**config.mk**
```make
export PLATFORM = sky130hd
export DESIGN_NAME = div_iter_unit
export DESIGN_NICKNAME = d
export VERILOG_FILES = /design/src/rtl/div_iter_unit.sv
export SDC_FILE = /design/constraint.sdc
export NUM_CORES = 1
export LEC_CHECK = 0
export CORE_ASPECT_RATIO = 1.4
export CORE_MARGIN = 2
export CORE_UTILIZATION = 61
export DETAILED_ROUTE_END_ITERATION = 6
export MAX_ROUTING_LAYER = met4
export PLACE_DENSITY = 0.86
export SLEW_MARGIN = 20
export SYNTH_ARGS = -nofsm -noshare
export SYNTH_HDL_FRONTEND = slang
export SYNTH_SLANG_ARGS = --single-unit
export TNS_END_PERCENT = 10
```
**constraint.sdc**
```tcl
create_clock -name CLK -period 4.4 [get_ports CLK]
set_input_delay 0.66 -clock CLK [delete_from_list [all_inputs] [get_ports CLK]]
set_output_delay 0.66 -clock CLK [all_outputs]
set_load 0.02 [all_outputs]
```
**src/rtl/div_iter_unit.sv**
```systemverilog
`timescale 1ns/1ps
// Multi-cycle restoring divider for MIPS DIV/DIVU. It works on magnitudes and uses an
// external leading-zero count of |dividend| so that only significant quotient bits are iterated.
module div_iter_unit #(
  parameter int WIDTH = 32
) (
  input  logic             CLK,
  input  logic             RST,
  input  logic             START,
  input  logic             SIGNED,
  input  logic [WIDTH-1:0] DIVIDEND,
  input  logic [WIDTH-1:0] DIVISOR,
  output logic [WIDTH-1:0] CLZ_DATA,
  input  logic [WIDTH-1:0] CLZ_COUNT,
  output logic             BUSY,
  output logic             DONE,
  output logic [WIDTH-1:0] QUOTIENT,
  output logic [WIDTH-1:0] REMAINDER,
  output logic             DIV_ZERO
);

  typedef enum logic [2:0] {IDLE, LOAD, ALIGN, ITER, FIX} state_t;

  state_t      state_q;
  logic        signedOp_q;
  logic        dividendNeg_q;
  logic        divisorNeg_q;
  logic [31:0] clzData_q;
  logic [31:0] divisorMag_q;
  logic [31:0] shift_q;
  logic [31:0] rem_q;
  logic [31:0] quot_q;
  logic [5:0]  count_q;
  logic [31:0] quotient_q;
  logic [31:0] remainder_q;
  logic        busy_q;
  logic        done_q;
  logic        divZero_q;

  logic [31:0] dividendMag_d;
  logic [31:0] divisorMag_d;
  logic [5:0]  iterCount_d;
  logic [32:0] remShift_d;
  logic [32:0] remDiff_d;
  logic        remFits_d;
  logic [31:0] remNext_d;
  logic [31:0] quotSigned_d;
  logic [31:0] remSigned_d;
  logic [31:0] dividendRaw_d;
  logic        unusedCountBits;

  // The counter only ever reports 0..32, so the upper count bits carry no information.
  assign unusedCountBits = ^CLZ_COUNT[31:6];

  always_comb begin
    dividendMag_d = (SIGNED && DIVIDEND[31]) ? (~DIVIDEND + 32'd1) : DIVIDEND;
    divisorMag_d  = (SIGNED && DIVISOR[31])  ? (~DIVISOR + 32'd1)  : DIVISOR;
    iterCount_d   = 6'd32 - CLZ_COUNT[5:0];
    remShift_d    = {rem_q, shift_q[31]};
    // Partial remainder stays below the divisor, so bit 32 of the difference is a clean borrow.
    remDiff_d     = remShift_d - {1'b0, divisorMag_q};
    remFits_d     = ~remDiff_d[32];
    remNext_d     = remFits_d ? remDiff_d[31:0] : remShift_d[31:0];
    quotSigned_d  = (signedOp_q && (dividendNeg_q != divisorNeg_q)) ? (~quot_q + 32'd1) : quot_q;
    remSigned_d   = (signedOp_q && dividendNeg_q) ? (~rem_q + 32'd1) : rem_q;
    dividendRaw_d = (signedOp_q && dividendNeg_q) ? (~clzData_q + 32'd1) : clzData_q;
  end

  always_ff @(posedge CLK) begin
    if (RST) begin
      state_q       <= IDLE;
      signedOp_q    <= 1'b0;
      dividendNeg_q <= 1'b0;
      divisorNeg_q  <= 1'b0;
      clzData_q     <= '0;
      divisorMag_q  <= '0;
      shift_q       <= '0;
      rem_q         <= '0;
      quot_q        <= '0;
      count_q       <= '0;
      quotient_q    <= '0;
      remainder_q   <= '0;
      busy_q        <= 1'b0;
      done_q        <= 1'b0;
      divZero_q     <= 1'b0;
    end else begin
      done_q <= 1'b0;
      case (state_q)
        IDLE: begin
          if (START) begin
            signedOp_q    <= SIGNED;
            dividendNeg_q <= SIGNED & DIVIDEND[31];
            divisorNeg_q  <= SIGNED & DIVISOR[31];
            clzData_q     <= dividendMag_d;
            divisorMag_q  <= divisorMag_d;
            busy_q        <= 1'b1;
            state_q       <= LOAD;
          end
        end
        LOAD: begin
          state_q <= ALIGN;
        end
        ALIGN: begin
          shift_q <= clzData_q << CLZ_COUNT[5:0];
          rem_q   <= '0;
          quot_q  <= '0;
          count_q <= iterCount_d;
          if ((iterCount_d != 6'd0) && (divisorMag_q != 32'd0)) begin
            state_q <= ITER;
          end else begin
            state_q <= FIX;
          end
        end
        ITER: begin
          rem_q   <= remNext_d;
          shift_q <= {shift_q[30:0], 1'b0};
          quot_q  <= {quot_q[30:0], remFits_d};
          count_q <= count_q - 6'd1;
          if (count_q == 6'd1) begin
            state_q <= FIX;
          end
        end
        FIX: begin
          if (divisorMag_q == 32'd0) begin
            quotient_q  <= '1;
            remainder_q <= dividendRaw_d;
            divZero_q   <= 1'b1;
          end else begin
            quotient_q  <= quotSigned_d;
            remainder_q <= remSigned_d;
            divZero_q   <= 1'b0;
          end
          done_q  <= 1'b1;
          busy_q  <= 1'b0;
          state_q <= IDLE;
        end
        default: begin
          state_q <= IDLE;
        end
      endcase
    end
  end

  assign CLZ_DATA  = clzData_q;
  assign BUSY      = busy_q;
  assign DONE      = done_q;
  assign QUOTIENT  = quotient_q;
  assign REMAINDER = remainder_q;
  assign DIV_ZERO  = divZero_q;

endmodule

```
==> run metrics <==
post-layout min period=3780 ps; Initial Util=61.7%; Sink Count=239; nature of the critical path startpoint=flip-flop; Hold Path Class=flip-flop to flip-flop; vias in the first global route=around 15,000; Total Wirelength=48,300 um; initial antenna violation count=0; Worst Path Class, Setup=flip-flop to flip-flop; row count=70; first drt pass iteration count=6; Post-Syn Area=approximately 16,000 sq um; DR vias=~16,000; most frequent cells after synthesis=nand2_1 (272), dfxtp_1 (239), nor2_1 (236); status=completed; largest net degree at the start of global routing=127; WP data arrival=4220 ps; Yosys cell types=75; Multi-input gate area=10,400 sq um; antenna cells=0; Post-synth EDFFs=0; Tightest Pin Transition=1120 ps; Max IR drop VDD=0.000269 V; Mapped Cells=2,126; critical-path cell with the highest stage delay=a211oi_1; CTS resizes=0; Final setup viols=0; die height=roughly 200 um; crit path capture type=flip-flop; P_leak=6.82 nW; Worst-path clk slew=60 ps; Port Buffers=between 150 and 200; Hold Fails Final Rpt=0; Final period util=85.9%; Seq/Total Area, Yosys=between 20% and 30%; Global Route Usage Sum=between 30% and 40%; Die Width=approximately 140 um; full die area=27,600 sq um; Yosys top cell area share=29.8%; vias per std cell=between 6 and 7; Yosys warnings=0; Async SR Flop Fraction=0%; number of fill cells=2,109; PD cells=368 nW/um^2; sequential cell area=4790 sq um; final number of max-transition violations=0; CTS Buf Count=24; Routed WL per cell=19.1 um; Detailed Place HPWL=approximately 36,000 um; first-pass GRT wire length=77,400 um; CP max FO=18; fraction of layout cells with a size suffix above 1=5.58%; most common cell in the synthesized netlist=nand2_1; Max Cap Viol=0; Setup Buffers After CTS=0; worst rel slew slack=25.2%; CTS tree=done; Mean Syn Cell Area=around 7.5 sq um; setup_tns=0 ps; GPL Wtd Cong=about 1; Final Util=between 70% and 80%; DRC violations left=0; clk_skew=8.25 ps; core area=26,000 sq um; Hold Path Origin=REMAINDER[3]$_SDFFE_PP0P_; Initial DRC Count=around 1,500; Root Buffer=clkbuf_16; io pins=199; Post-synth top flop=dfxtp_1; layout net count=about 2,300; largest area contributor in the netlist=dfxtp_1; crit-path cells=inv_1 > ha_1 > fa_1 > nand2b_1 > a21oi_1 > o21ai_0 > a211oi_1 > or3b_1 > nand4_2 > a21o_1 > o221ai_1; syn_nets=2,267; CTS Buffer Depth=3; total grt overflow=0; maximum clock rate=between 200 and 300 MHz; crit path launch=shift_q[31]$_SDFFE_PP0P_; worst skew pair latency=530 ps; area growth from synthesis to layout=15.7%; crit-path max cell delay=about 520 ps; Area contributors post-synth=dfxtp_1 (30%), nand2_1 (6.4%), a21oi_1 (5.7%), nor2_1 (5.5%), xnor2_1 (4.9%); Antenna Nets Post-Route=0; CTS H-tree depth=1; FF+latch count, synth=239; Req. time, crit path=4840 ps; RR Startpoint=shift_q[31]$_SDFFE_PP0P_; Hold Buf Count CTS=0; RSZ-0062 raised after global routing=false
## path summary, 6_finish.rpt
kind	endpoint	slack (ps)	depth (start not counted)
min reg2reg	REMAINDER[3]$_SDFFE_PP0P_	450	2
max reg2reg	rem_q[13]$_SDFFE_PP0P_	620	11
min	REMAINDER[3]$_SDFFE_PP0P_	450	2
max	rem_q[13]$_SDFFE_PP0P_	620	11
## layout by cell type, fill, tap and decap left out, drive strengths merged, types with 65 or more instances in the layout
cell type      netlist  layout
xnor2               90      90
inv                 65      65
o21ai               76      76
xor2                85      85
clkdlybuf4s50        0     170
nand2              272     272
nor2               236     236
a211oi              77      77
dfxtp              239     239
a21oi              182     182
nand3               85      85
## cell type report
class / count / area share, %
Inverter: 67 / 1.35
Tap cell: 324 / 2.18
Timing Repair Buffer: 199 / 10.4
Clock inverter: 9 / 0.532
Multi-Input combinational cell: 1656 / 56.0
Clock buffer: 34 / 3.77
Sequential cell: 239 / 25.8
## sequential cells by signal (all words and copies together), names as in the netlist, 6 cells and up
register / cells
count_q: 6
REMAINDER: 32
divisorMag_q: 32
CLZ_DATA: 32
shift_q: 32
QUOTIENT: 32
quot_q: 32
rem_q: 32
## critical path: cells and delay by family, from the launching register on
kind / cells / cell delay (ps)
compound gates: 5 / 1800
simple gates: 3 / 850
fa+ha+maj: 2 / 620
flops: 1 / 310
buf+inv: 1 / 90
## through the flow
| step | setup slack, ps | cell area (sq um) | hold slack, ps | power, mW | cells |
|---|---|---|---|---|---|
| 2_1_floorplan | 1520 | 16000 | 444 | 4.03 | 2126 |
| 3_3_place_gp | 847 | 17800 | 443 | 4.66 | 2485 |
| 3_5_place_dp | 727 | 17800 | 448 | 4.71 | 2485 |
| 4_1_cts | 704 | 18600 | 457 | 6.79 | 2528 |
| 5_1_grt | 414 | 18600 | 476 | 7.13 | 2528 |
| 6_report | 621 | 18600 | 455 | 6.82 | 2528 |
## power by group
part,leakage [nW],switching (mW),internal [mW]
clock,0.399,0.874,1.22
combinational,4.48,1.30,0.827
sequential,1.94,0.274,2.33
total,6.82,2.44,4.38
## routing by layer
layer  vias to the layer above  part of all wire, %  GRT usage, %
met5                         -                    0             -
met4                         0                  7.1          21.0
met3                       230                  6.3          4.05
met2                       732                   50          60.9
met1                      7460                   37          38.6
li1                       7754                    -             -
## kinds of logic after synthesis
kind of cell | Yosys count | share of synthesized area [%]
simple gates | 799 | 23.2
compound gates | 576 | 23.3
flops | 239 | 29.8
buf+inv | 231 | 5.58
xor+xnor | 175 | 9.56
mux | 65 | 5.23
fa+ha+maj | 41 | 3.24
Power figures use the tool's default switching activity.
